**src/rtl/nn_layer_sequencer_pkg.sv**
```systemverilog
// Shared types and helpers for the ANN layer/neuron sequencer.
// Also used by the weight-fetch block through nn_layer_size_lut.
package nn_seq_pkg;

  typedef enum logic [1:0] {
    ST_IDLE = 2'd0,
    ST_RUN  = 2'd1,
    ST_DONE = 2'd2
  } seq_state_e;

  // Upper bound on the packed LAYER_SIZES vector that layer_size() accepts.
  localparam int SIZES_MAX_W = 256;

  // Layers 1..4 = 30,30,10,10 (layer 1 sits in the least significant byte).
  localparam logic [31:0] DEFAULT_LAYER_SIZES = {8'd10, 8'd10, 8'd30, 8'd30};

  // Extract the size of layer k (1-based) from a packed sizes vector.
  // Out-of-range k (0 or beyond num_layers) yields 0.
  function automatic logic [31:0] layer_size(input logic [SIZES_MAX_W-1:0] sizes,
                                             input int k, input int neuron_w,
                                             input int num_layers);
    logic [SIZES_MAX_W-1:0] sh;
    logic [31:0]            mask;
    logic [31:0]            res;
    res  = 32'd0;
    mask = 32'hFFFF_FFFF >> (32 - neuron_w);
    if (k >= 1 && k <= num_layers) begin
      sh  = sizes >> ((k - 1) * neuron_w);
      res = sh[31:0] & mask;
    end else begin
      res = 32'd0;
    end
    return res;
  endfunction

endpackage

```
**src/rtl/nn_layer_sequencer_if.sv**
```systemverilog
// Beat bus between the sequencer (master) and the neuron compute / weight fetch (slave).
interface nn_layer_sequencer_if #(
  parameter int LAYER_W  = 8,
  parameter int NEURON_W = 8,
  parameter int ADDR_W   = 16
);
  logic                beat_valid;
  logic                beat_ready;
  logic [LAYER_W-1:0]  layer_num;
  logic [NEURON_W-1:0] neuron_num;
  logic                first_in_layer;
  logic                last_in_layer;
  logic                last_beat;
  logic [ADDR_W-1:0]   flat_idx;

  modport master (
    output beat_valid, layer_num, neuron_num, first_in_layer,
           last_in_layer, last_beat, flat_idx,
    input  beat_ready
  );

  modport slave (
    input  beat_valid, layer_num, neuron_num, first_in_layer,
           last_in_layer, last_beat, flat_idx,
    output beat_ready
  );
endinterface

```
**src/rtl/nn_layer_sequencer_lut.sv**
```systemverilog
// Combinational layer -> size lookup over the packed LAYER_SIZES parameter.
// Layer 0 or a layer beyond NUM_LAYERS maps to size 0.
module nn_layer_size_lut
  import nn_seq_pkg::*;
#(
  parameter int NUM_LAYERS = 4,
  parameter int LAYER_W    = 8,
  parameter int NEURON_W   = 8,
  parameter logic [NUM_LAYERS*NEURON_W-1:0] LAYER_SIZES = DEFAULT_LAYER_SIZES
) (
  input  logic [LAYER_W-1:0]  layer_i,
  output logic [NEURON_W-1:0] size_o
);
  localparam logic [SIZES_MAX_W-1:0] SIZES_EXT = SIZES_MAX_W'(LAYER_SIZES);

  // Select the entry for the requested layer.
  always_comb begin
    size_o = NEURON_W'(layer_size(SIZES_EXT, int'(layer_i), NEURON_W, NUM_LAYERS));
  end
endmodule

```
**src/rtl/nn_layer_sequencer.sv**
```systemverilog
// Layer/neuron sequencer: walks every (layer, neuron) pair of a parametrised
// topology once per started pass, one beat per valid/ready handshake.
// Optional: define NN_SEQ_FLAT_IDX_EN to generate the flat_idx counter.
module nn_layer_sequencer
  import nn_seq_pkg::*;
#(
  parameter int NUM_LAYERS = 4,
  parameter int LAYER_W    = 8,
  parameter int NEURON_W   = 8,
  parameter logic [NUM_LAYERS*NEURON_W-1:0] LAYER_SIZES = DEFAULT_LAYER_SIZES,
  parameter int ADDR_W     = 16
) (
  input  logic ACLK,
  input  logic ARESETN,
  input  logic start,
  input  logic abort,
  output logic busy,
  output logic done,
  nn_layer_sequencer_if.master bus
);
  localparam logic [SIZES_MAX_W-1:0] SIZES_EXT = SIZES_MAX_W'(LAYER_SIZES);

  // Reject topologies that cannot be sequenced.
  if (NUM_LAYERS < 1) begin : g_bad_layers
    $error("nn_layer_sequencer: NUM_LAYERS must be >= 1");
  end
  if (NUM_LAYERS * NEURON_W > SIZES_MAX_W) begin : g_bad_width
    $error("nn_layer_sequencer: LAYER_SIZES wider than supported");
  end
  for (genvar k = 1; k <= NUM_LAYERS; k++) begin : g_size_chk
    if (layer_size(SIZES_EXT, k, NEURON_W, NUM_LAYERS) == 32'd0) begin : g_zero
      $error("nn_layer_sequencer: LAYER_SIZES entry of 0 is illegal");
    end
  end

  seq_state_e          state_q, state_d;
  logic [LAYER_W-1:0]  layer_q, layer_d;
  logic [NEURON_W-1:0] neuron_q, neuron_d;
  logic [NEURON_W-1:0] size_s;
  logic                valid_s, fire_s, last_in_s, last_layer_s;

  nn_layer_size_lut #(
    .NUM_LAYERS (NUM_LAYERS),
    .LAYER_W    (LAYER_W),
    .NEURON_W   (NEURON_W),
    .LAYER_SIZES(LAYER_SIZES)
  ) u_size_lut (
    .layer_i(layer_q),
    .size_o (size_s)
  );

  assign valid_s      = (state_q == ST_RUN);
  assign fire_s       = valid_s & bus.beat_ready;
  assign last_in_s    = (neuron_q == size_s);
  assign last_layer_s = (layer_q == LAYER_W'(NUM_LAYERS));

  // Next-state and counter update; abort always wins and clears the counters.
  always_comb begin
    state_d  = state_q;
    layer_d  = layer_q;
    neuron_d = neuron_q;
    case (state_q)
      ST_IDLE: begin
        if (start && !abort) begin
          state_d  = ST_RUN;
          layer_d  = LAYER_W'(1);
          neuron_d = NEURON_W'(1);
        end else begin
          state_d = ST_IDLE;
        end
      end
      ST_RUN: begin
        if (abort) begin
          state_d  = ST_IDLE;
          layer_d  = '0;
          neuron_d = '0;
        end else if (fire_s) begin
          if (!last_in_s) begin
            neuron_d = neuron_q + NEURON_W'(1);
          end else if (!last_layer_s) begin
            layer_d  = layer_q + LAYER_W'(1);
            neuron_d = NEURON_W'(1);
          end else begin
            state_d  = ST_DONE;
            layer_d  = '0;
            neuron_d = '0;
          end
        end else begin
          state_d = ST_RUN;
        end
      end
      ST_DONE: begin
        state_d  = ST_IDLE;
        layer_d  = '0;
        neuron_d = '0;
      end
      default: begin
        state_d  = ST_IDLE;
        layer_d  = '0;
        neuron_d = '0;
      end
    endcase
  end

  // State and counter registers with synchronous active-low reset.
  always_ff @(posedge ACLK) begin
    if (!ARESETN) begin
      state_q  <= ST_IDLE;
      layer_q  <= '0;
      neuron_q <= '0;
    end else begin
      state_q  <= state_d;
      layer_q  <= layer_d;
      neuron_q <= neuron_d;
    end
  end

  assign busy               = (state_q != ST_IDLE);
  assign done               = (state_q == ST_DONE);
  assign bus.beat_valid     = valid_s;
  assign bus.layer_num      = layer_q;
  assign bus.neuron_num     = neuron_q;
  assign bus.first_in_layer = valid_s & (neuron_q == NEURON_W'(1));
  assign bus.last_in_layer  = valid_s & last_in_s;
  assign bus.last_beat      = valid_s & last_in_s & last_layer_s;

`ifdef NN_SEQ_FLAT_IDX_EN
  logic [ADDR_W-1:0] flat_q, flat_d;

  // Flat index: cleared on start/abort, advanced by each fired beat.
  always_comb begin
    flat_d = flat_q;
    if (abort || (state_q == ST_IDLE && start)) begin
      flat_d = '0;
    end else if (fire_s) begin
      flat_d = flat_q + ADDR_W'(1);
    end else begin
      flat_d = flat_q;
    end
  end

  // Flat index register.
  always_ff @(posedge ACLK) begin
    if (!ARESETN) begin
      flat_q <= '0;
    end else begin
      flat_q <= flat_d;
    end
  end

  assign bus.flat_idx = flat_q;
`else
  assign bus.flat_idx = '0;
`endif
endmodule

```
**src/flat_wrapper.sv**
```systemverilog
// flat-port wrapper written by rule: the top's interface ports become plain ports
module nn_layer_sequencer_flat import nn_seq_pkg::*;
#(
  parameter int NUM_LAYERS = 4,
  parameter int LAYER_W    = 8,
  parameter int NEURON_W   = 8,
  parameter logic [NUM_LAYERS*NEURON_W-1:0] LAYER_SIZES = DEFAULT_LAYER_SIZES,
  parameter int ADDR_W     = 16
)
  (ACLK, ARESETN, start, abort, busy, done, bus_beat_valid, bus_layer_num, bus_neuron_num, bus_first_in_layer, bus_last_in_layer, bus_last_beat, bus_flat_idx, bus_beat_ready);
  nn_layer_sequencer_if #(.LAYER_W(LAYER_W), .NEURON_W(NEURON_W), .ADDR_W(ADDR_W)) bus_i ();
  input  logic ACLK;
  input  logic ARESETN;
  input  logic start;
  input  logic abort;
  output logic busy;
  output logic done;
  output wire logic [$bits(bus_i.beat_valid)-1:0] bus_beat_valid;
  output wire logic [$bits(bus_i.layer_num)-1:0] bus_layer_num;
  output wire logic [$bits(bus_i.neuron_num)-1:0] bus_neuron_num;
  output wire logic [$bits(bus_i.first_in_layer)-1:0] bus_first_in_layer;
  output wire logic [$bits(bus_i.last_in_layer)-1:0] bus_last_in_layer;
  output wire logic [$bits(bus_i.last_beat)-1:0] bus_last_beat;
  output wire logic [$bits(bus_i.flat_idx)-1:0] bus_flat_idx;
  input wire logic [$bits(bus_i.beat_ready)-1:0] bus_beat_ready;
  assign bus_beat_valid = bus_i.beat_valid;
  assign bus_layer_num = bus_i.layer_num;
  assign bus_neuron_num = bus_i.neuron_num;
  assign bus_first_in_layer = bus_i.first_in_layer;
  assign bus_last_in_layer = bus_i.last_in_layer;
  assign bus_last_beat = bus_i.last_beat;
  assign bus_flat_idx = bus_i.flat_idx;
  assign bus_i.beat_ready = bus_beat_ready;
  nn_layer_sequencer #(.NUM_LAYERS(NUM_LAYERS), .LAYER_W(LAYER_W), .NEURON_W(NEURON_W), .LAYER_SIZES(LAYER_SIZES), .ADDR_W(ADDR_W)) u_core (.ACLK(ACLK), .ARESETN(ARESETN), .start(start), .abort(abort), .busy(busy), .done(done), .bus(bus_i));
endmodule
```
**config.mk**
```make
export PLATFORM = sky130hd
export DESIGN_NAME = nn_layer_sequencer_flat
export DESIGN_NICKNAME = d
export VERILOG_FILES = /design/src/rtl/nn_layer_sequencer_pkg.sv /design/src/rtl/nn_layer_sequencer_if.sv /design/src/rtl/nn_layer_sequencer_lut.sv /design/src/rtl/nn_layer_sequencer.sv /design/src/flat_wrapper.sv
export SDC_FILE = /design/constraint.sdc
export NUM_CORES = 1
export LEC_CHECK = 0
export ABC_AREA = 1
export BUFFER_PORTS_ARGS = -buffer_cell sky130_fd_sc_hd__buf_2
export CORE_MARGIN = 1
export CORE_UTILIZATION = 46
export DETAILED_ROUTE_END_ITERATION = 7
export PLACE_DENSITY = 0.83
export SLEW_MARGIN = 20
export SYNTH_ARGS = -nofsm -noshare
export SYNTH_HDL_FRONTEND = slang
export SYNTH_SLANG_ARGS = --single-unit
```
**constraint.sdc**
```tcl
create_clock -name ACLK -period 1.9 [get_ports ACLK]
set_clock_uncertainty 0.1 [all_clocks]
set_input_delay 0.285 -clock ACLK [delete_from_list [all_inputs] [get_ports ACLK]]
set_output_delay 0.285 -clock ACLK [all_outputs]
set_load 0.01 [all_outputs]
```
==> results.md, run 1 <==
- Fin nets: approximately 280
- Post-route ant nets: 0
- Die width: 58.2 um
- FF+latch count, synth: 18
- Final hold violations: 0
- WL/cell: 12.4 um
- IO Count: 43
- Routed vias/inst: 4.94
- Core area: 3030 sq um
- R2R depth: 15
- Detailed-placement wirelength estimate: 2610 um
- Setup-failing EPs final: 20
- Critical path peak fanout: 3
- Hold path endpoint: u_core.state_q[1]
- Yosys warnings: 0
- TritonCTS clock tree: yes
- FF+latch area: 367 sq um
- Footprint of the multi-input gates: ~1100 sq um
- Die Ht: 58.2 um
- Setup TNS Final: -3.13 ns
- Clock sinks: 18
- Clock Latency Late Sink: roughly 0.30 ns
- Initial DRC Count: 53
- Max Cap Viol: 0
- Crit-path cells: inv_4, ha_4, nand3_4, a21o_1, nor2_1, nand2_1, nand2_1, nand2_2, nor2_4, nand3_4, nor2_4, buf_6
- RSZ-0062 raised after global routing: true
- Layout fillers: about 230
- Synth top area cells: dfxtp_1, nand2_1, nor2_1, buf_4, nand3_1
- Final wirelength: ~3900 um
- Clk buf depth: 2
- # rows: 20
- Hold wc startpoint: bus_beat_ready
- Initial Utilization: 48.0%
- Final Critical Period: 2.28 ns
- Hold_buf cts: 0
- Fraction of registers with async set/reset: 0%
- Area growth syn-to-layout: 37.6%
- Layout cell share with drive strength beyond 1: about two fifths
- Antenna violations before repair: 0
- Commonest non-fill, non-tap cell in the layout: nand2_1
- Full die area: 3390 sq um
- Final RePlAce weighted congestion: 0.825
- Highest-count cells in the layout ignoring fill and taps: nand2_1, nor2_1, buf_2, buf_4, nand3_1
- Highest Clock Rate: 0.438 GHz
- Port bufs: 26
- Pins Over Slew Limit: 0
- Worst setup path category: reg2out
- Global-route wire length before repair: between 6000 and 7000 um
- Reg clk slew, reported paths: about 0.1 ns
- Vias in the first global route: 1373
- Status: finished, violations left
- Most used DFF post-synth: dfxtp_1
- Min-delay worst type: in2reg
- EDFF count, synth: 0
- Fin crit share: 120%
- Crit path DAT: 1.90 ns
- Largest net degree at the start of global routing: 11
- Critical Path Max Stage Delay: 0.37 ns
- All-Layer GR Usage: 22.6%
- DRC: 0
- Slowest CP cell: dfxtp_4
- Post-Syn Area: 1450 sq um
- Vias post-DR: 1560
- Hold Crit Depth: 3
- Crit Reg-Reg Endpoint: u_core.bus.neuron_num[2]
- Synth area leader: dfxtp_1
- Mapped Avg Cell Area: 6.69 sq um
- Finished Core Util: about two thirds
- Remaining Overflow, GRT: 0
- H-tree Lvls: 1
- Post-synth cell types: 31
- FF-to-FF setup slack: -0.15 ns
- Failing checks: setup timing
- CP Launch Type: register
- Antenna fix cells: 0
- Static Leak: ~0.9 nW
- Synth Instances: 217
- Worst r2r src: u_core.bus.layer_num[0]
- Clk root buf: clkbuf_4
- Max VDD drop: 0.433 mV
- Drt first pass iters: 4
- Setup ws final: -0.381 ns
- Register area share after synthesis: between 20% and 30%
- Area share of the largest cell type after synthesis: 24.8%
- Required time worst endpoint: 1.51 ns
- Crit. End Element: output pin
- Power Dens Cells: 432 nW/um^2
- CTS Buf Count: 3
Yosys cell counts, types with 2 or more instances:
cell type and count:
nand2_1 38, nor2_1 34, nand3_1 23, inv_1 20
dfxtp_1 18, buf_4 16, a21oi_1 11, nor2_2 8
xor2_1 7, ha_1 6, nor4_1 5, nor3_1 4
o21ai_0 3, clkinv_2 2, inv_2 2, nand2_2 2
nand2_4 2, nand2_8 2, nand3b_1 2
routing by layer:
metal / up-vias / track usage (%) / share of wire (%)
met5: - / 0 / 0
met4: 0 / 5.78 / 2.7
met3: 16 / 2.46 / 4.3
met2: 62 / 41.1 / 50
met1: 701 / 28.2 / 43
li1: 781 / - / -
how the worst max path moves through the flow:
| stage | from | to | slack [ns] | cells after the start |
|---|---|---|---|---|
| floorplan | u_core.bus.layer_num[0] | bus_last_beat | 0.001 | 11 |
| global placement | u_core.bus.layer_num[0] | bus_last_beat | -0.17 | 13 |
| detailed placement | u_core.bus.layer_num[0] | bus_last_beat | -0.19 | 13 |
| CTS | u_core.bus.layer_num[1] | bus_last_beat | -0.35 | 13 |
| global route | u_core.bus.layer_num[0] | bus_last_beat | -0.49 | 12 |
| finish | u_core.bus.layer_num[0] | bus_last_beat | -0.38 | 12 |
kinds of logic after synthesis:
kind of cell	synth area share (%)
and+or+nand+nor	42.2
DFF	24.8
buffers and inverters	15.7
other	0.258
AOI/OAI and AO/OA	7.06
xor gates and xnor gates	4.82
adders and majority gates	5.17
critical path, delay by kind of cell, from the launching register on:
| family | cells | cell delay [ns] |
|---|---|---|
| AND/OR/NAND/NOR | 8 | 0.76 |
| flip-flops | 1 | 0.37 |
| buffers and inverters | 2 | 0.18 |
| AO/OA/AOI/OAI | 1 | 0.16 |
| adder cells (fa/ha/maj) | 1 | 0.15 |
where the power goes:
group / total (W) / switching [W] / internal [W]
Combinational: 0.000240 / 0.000154 / 0.0000857
Clock: 0.000235 / 0.000118 / 0.000117
Sequential: 0.000388 / 0.00000537 / 0.000383
sequential cells by signal, summed over array words and instances, names as in the netlist:
signal and flops:
u_core.state_q 2, u_core.bus.neuron_num 8, u_core.bus.layer_num 8
layout make-up:
class | count | area share (%)
Multi-Input combinational cell | 174 | 55.3
Sequential cell | 18 | 18.3
Timing Repair Buffer | 51 | 16.8
Inverter | 25 | 5.07
Tap cell | 44 | 2.75
Clock buffer | 4 | 1.81
stage by stage:
step / power, W / setup WS, ns / instances / hold slack [ns] / cell area [sq um]
floorplan: 0.000544 / 0.00138 / 232 / 0.312 / 1530
global placement: 0.000574 / -0.173 / 306 / 0.422 / 1750
detailed placement: 0.000577 / -0.191 / 306 / 0.423 / 1750
CTS: 0.000844 / -0.350 / 314 / 0.178 / 1920
global route: 0.000896 / -0.493 / 316 / 0.207 / 2000
finish: 0.000864 / -0.381 / 316 / 0.203 / 2000
repair_timing:
| item | CTS | global route |
|---|---|---|
| resized for setup | 21 | 17 |
| cloned | 2 | 0 |
| buffers inserted | 2 | 2 |
| endpoints found under the setup margin | 19 | 20 |
| pin swaps | 14 | 4 |
No activity file was read; power rests on OpenSTA's default activity.
==> run 2: changes to the inputs <==
Settings changed: CORE_UTILIZATION 46 to 55, PLACE_DENSITY 0.83 to 0.92.
Clock period 1.9 ns to 2.93 ns, I/O delays scaled along.
==> run 2 against run 1 <==
Largest power group unchanged. Worst hold slack gained 0.11 ns. Global-route usage up 1.7 points. Final cell count down 13%. The run now ends clean. Critical path type unchanged. Power down 41%. Critical path depth unchanged.
==> results.md, run 2 (synthesized netlist as in run 1, its figures left out) <==
- Die Ht: 53.4 um
- Core area: approximately 2500 sq um
- Clk buf depth: 2
- Antenna violations before repair: 0
- Crit path from: u_core.bus.layer_num[0]
- Final hold violations: 0
- Die width: 53.4 um
- Pins Over Slew Limit: 0
- Routed vias/inst: about 5.1
- Initial DRC Count: 43
- Status: completed
- Remaining Overflow, GRT: 0
- Initial Utilization: 58.6%
- Min-delay worst type: in2reg
- Detailed-placement wirelength estimate: 2510 um
- Vias post-DR: roughly 1400
- Highest-count cells in the layout ignoring fill and taps: nand2_1, nor2_1, buf_2, nand3_1, inv_1
- Worst setup path category: reg2out
- CTS resizes: 0
- RSZ-0062 raised after global routing: false
- # rows: 18
- Drt first pass iters: 4
- DRC: 0
- Final RePlAce weighted congestion: 0.928
- Post-route ant nets: 0
- Final wirelength: 3150 um
- FF-to-FF setup slack: 0.77 ns
- Static Leak: 0.740 nW
- Global-route wire length before repair: approximately 5000 um
- Fin crit share: ~93%
- Setup ws final: slightly above 0.2 ns
- All-Layer GR Usage: 24.3%
- Area growth syn-to-layout: 8.87%
- Full die area: between 2000 and 3000 sq um
- Fin nets: 257
- Hold_buf cts: 0
- Clock Latency Late Sink: 0.30 ns
- Highest Clock Rate: between 0.3 and 0.4 GHz
- Worst r2r src: u_core.bus.layer_num[0]
- Setup TNS Final: 0 ns
- Max VDD drop: 0.304 mV
- Crit path DAT: 2.19 ns
- Crit. End Element: output pin
- Clk root buf: clkbuf_4
- Port bufs: 26
- Max Cap Viol: 0
- Final Total Pwr: 0.000511 W
- Reg clk slew, reported paths: 0.11 ns
- Setup-failing EPs final: 0
- Slowest CP cell: dfxtp_1
- Post-CTS Setup Bufs: 0
- CTS Buf Count: 3
- TritonCTS clock tree: yes
- Largest net degree at the start of global routing: 11
- Crit Reg-Reg Endpoint: u_core.bus.neuron_num[2]
- Critical path endpoint: bus_last_beat
- Commonest non-fill, non-tap cell in the layout: nand2_1
- Crit-path cells: inv_1, ha_1, nand3_1, a21o_1, nor2_1, nand2_1, nand2_1, nand2_1, nor2_2, nand3_1, nor2_1, buf_2
- Final Critical Period: 2.73 ns
- Cell mode on critical path: nand2_1
- H-tree Lvls: 1
- Required time worst endpoint: roughly 2.4 ns
- Post-place setup slack: 0.558 ns
- Vias in the first global route: approximately 1200
- IO Count: between 40 and 50
- Critical path peak fanout: 8
- Power Dens Cells: 323 nW/um^2
- CP Launch Type: register
- Layout cell share with drive strength beyond 1: 21.2%
- WL/cell: roughly 11 um
- R2R depth: 14
- Clock sinks: 18
- Critical Path Max Stage Delay: 0.39 ns
- Antenna fix cells: 0
-- run 2: cell count changes in the layout (fill, tap and decap cells not counted), sizes merged --
| cell | before | now |
|---|---|---|
| buf | 51 | 26 |
| nand2 | 46 | 44 |
-- run 2: area by class of cell --
class	instances	area (sq um)
Multi-Input combinational cell	172	921
Fill cell	240	896
Sequential cell	18	360
Timing Repair Buffer	26	130
Inverter	25	96.3
Tap cell	30	37.5
Clock buffer	4	36.3
-- run 2: how the worst min path moves through the flow --
stage	startpoint	endpoint	slack [ns]	cells past startpoint
2_1_floorplan	u_core.bus.layer_num[4]	u_core.bus.layer_num[4]	0.42	2
3_3_place_gp	u_core.bus.layer_num[4]	u_core.bus.layer_num[4]	0.40	2
3_5_place_dp	u_core.bus.layer_num[4]	u_core.bus.layer_num[4]	0.42	2
4_1_cts	bus_beat_ready	u_core.state_q[1]	0.30	3
5_1_grt	bus_beat_ready	u_core.state_q[1]	0.32	3
6_report	bus_beat_ready	u_core.state_q[1]	0.31	3
-- run 2: stage by stage --
stage | utilization (%) | std cells | hold WS, ns | cell area [sq um]
3_3_place_gp | 62.4 | 271 | 0.397 | 1550
5_1_grt | 63.8 | 275 | 0.321 | 1580
4_1_cts | 63.8 | 275 | 0.303 | 1580
2_1_floorplan | - | 232 | 0.420 | 1510
6_report | 63.8 | 275 | 0.309 | 1580
3_5_place_dp | 62.4 | 271 | 0.417 | 1550
-- run 2: power by group --
part           internal (W)  total [W]  switching [W]  leakage (nW)
logic             0.0000293   0.000101      0.0000713         0.573
registers          0.000248   0.000254     0.00000619         0.146
clock network     0.0000758   0.000156      0.0000802        0.0210
total              0.000353   0.000511       0.000158         0.740
-- run 2: worst max-delay path: cells and delay by family (launching register included) --
family,cells,cell delay (ns)
compound gates,1,0.19
simple gates,8,0.84
buf+inv,2,0.30
fa+ha+maj,1,0.17
flops,1,0.39
-- run 2: routing by layer --
layer / global-route usage, % / vias to the layer above / share of wire [%]
met1: 31.0 / 633 / 45
met5: 0 / - / 0
met2: 40.2 / 51 / 48
li1: - / 720 / -
met4: 9.65 / 0 / 1.5
met3: 3.74 / 8 / 5.8
==> run 3: changes to the inputs <==
Settings changed: CELL_PAD_IN_SITES_DETAIL_PLACEMENT from default to 0, CELL_PAD_IN_SITES_GLOBAL_PLACEMENT from default to 1, CORE_UTILIZATION 55 to 38.
==> run 3 against run 2 <==
Register-to-register slack about the same. Routed wire length up 3.3%. Setup slack better by 0.035 ns. Final cell count up 6.2%. Utilization fell by 20 points. First-iteration DRC count grew 79%. Sequential power about the same. Critical path type unchanged. Largest power group unchanged.
==> results.md, run 3 (synthesized netlist as in run 1, its figures left out) <==
- Max VDD drop: 0.158 mV
- All-Layer GR Usage: 17.7%
- Finished Layout Cells: ~290
- Highest Clock Rate: 0.372 GHz
- Critical path peak fanout: 8
- Post-route ant nets: 0
- CP Launch Type: register
- Inst Count DP: 289
- Detailed-placement wirelength estimate: 2580 um
- RSZ-0062 raised after global routing: false
- Antenna violations before repair: 0
- Max Cap Viol: 0
- Clock sinks: 18
- Fin nets: between 200 and 300
- Commonest non-fill, non-tap cell in the layout: nand2_1
- Static Leak: 0.740 nW
- Finished Core Util: 44.0%
- WL/cell: 11.2 um
- Area growth syn-to-layout: 10.8%
- Highest-count cells in the layout ignoring fill and taps: nand2_1, nor2_1, buf_2, nand3_1, inv_1
- Clk buf depth: 2
- Layout fillers: 424
- IO Count: 43
- Crit Reg-Reg Endpoint: u_core.bus.neuron_num[2]
- Global-route wire length before repair: approximately 5700 um
- Remaining Overflow, GRT: 0
- Initial Utilization: 39.7%
- Port bufs: 26
- Clk root buf: clkbuf_8
- Largest net degree at the start of global routing: 11
- Routed vias/inst: 4.64
- Pins Over Slew Limit: 0
- Setup-failing EPs final: 0
- Power Dens Cells: 327 nW/um^2
- Vias in the first global route: 1246
- Crit-path cells: inv_1, ha_1, nand2_1, nand3_1, nor2_1, nand2_1, nand2_1, nand2_1, nor2_2, nand3_1, nor2_1, buf_2
- Status: completed
- Final hold violations: 0
- Slowest CP cell: dfxtp_1
- Die Ht: 63.8 um
- Die width: about 64 um
- TritonCTS clock tree: yes
- Antenna fix cells: 0
- Crit. End Element: output pin
- H-tree Lvls: 1
- FF+latch area: 360 sq um
- Fin crit share: a little over 90%
- Setup TNS Final: 0 ns
- CTS resizes: 0
- Crit path DAT: 2.15 ns
- Footprint of the multi-input gates: 921 sq um
- Critical path endpoint: bus_last_beat
- Vias post-DR: 1354
- Worst setup path category: reg2out
- FF-to-FF setup slack: 0.78 ns
- R2R depth: 14
- Final Critical Period: 2.69 ns
- Required time worst endpoint: 2.39 ns
- Layout cell share with drive strength beyond 1: 20.9%
- Min-delay worst type: in2reg
- Cell mode on critical path: nand2_1
- # rows: 22
- Initial DRC Count: 77
- Final wirelength: between 3000 and 4000 um
- DRC: 0
- Crit path from: u_core.bus.layer_num[0]
- Reg clk slew, reported paths: ~0.06 ns
- Critical Path Max Stage Delay: about 0.46 ns
- Post-CTS Setup Bufs: 0
- Drt first pass iters: 4
- Final RePlAce weighted congestion: 0.857
- Hold_buf cts: 0
- Clock Latency Late Sink: roughly 0.25 ns
- Core area: about 3700 sq um
- CTS Buf Count: 3
- Full die area: 4070 sq um
- Worst r2r src: u_core.bus.layer_num[0]
==> run 3: cell types whose count changed in the layout (fill, tap and decap cells not counted), sizes merged <==
cell,delta
clkbuf,-1
==> run 3: how the worst min path moves through the flow <==
stage | from | to | slack (ns) | cells after the start
finish | bus_beat_ready | u_core.state_q[1] | 0.38 | 3
global route | bus_beat_ready | u_core.state_q[1] | 0.38 | 3
CTS | bus_beat_ready | u_core.state_q[1] | 0.39 | 3
detailed placement | u_core.bus.layer_num[4] | u_core.bus.layer_num[4] | 0.42 | 2
global placement | u_core.bus.layer_num[4] | u_core.bus.layer_num[4] | 0.41 | 2
floorplan | u_core.bus.layer_num[4] | u_core.bus.layer_num[4] | 0.42 | 2
==> run 3: through the flow <==
step,instance area [sq um],total power [W],hold slack [ns],setup slack (ns)
after floorplan,1510,0.000350,0.420,0.709
after global placement,1570,0.000361,0.409,0.563
after detailed placement,1570,0.000361,0.415,0.519
after CTS,1610,0.000533,0.387,0.233
after global routing,1610,0.000559,0.382,0.00809
final,1610,0.000525,0.383,0.239
==> run 3: cell type report <==
type                       count  area share, %
multi-input combinational    172           57.2
sequential                    18           22.4
tap                           48           3.73
clock buffer                   3           2.57
inverter                      25           5.99
timing repair buffer          26           8.09
==> run 3: critical path, delay by kind of cell (launching register included) <==
family                   cells  cell delay [ns]
flip-flops                   1             0.46
AND/OR/NAND/NOR              9             0.91
buffers and inverters        2             0.28
adder cells (fa/ha/maj)      1             0.24
==> run 3: per-layer routing <==
layer,global-route usage [%],vias up,wire length (um)
met5,0,-,0
met4,5.40,0,57
met3,3.04,6,143
met2,30.2,33,1560
met1,22.4,598,1490
li1,-,717,-
==> run 3: power by group <==
part	switching, W	total [W]	leakage (nW)	internal (W)
Combinational	0.0000717	0.000101	0.573	0.0000292
Clock	0.0000784	0.000170	0.0216	0.0000912
Sequential	0.00000648	0.000255	0.146	0.000248
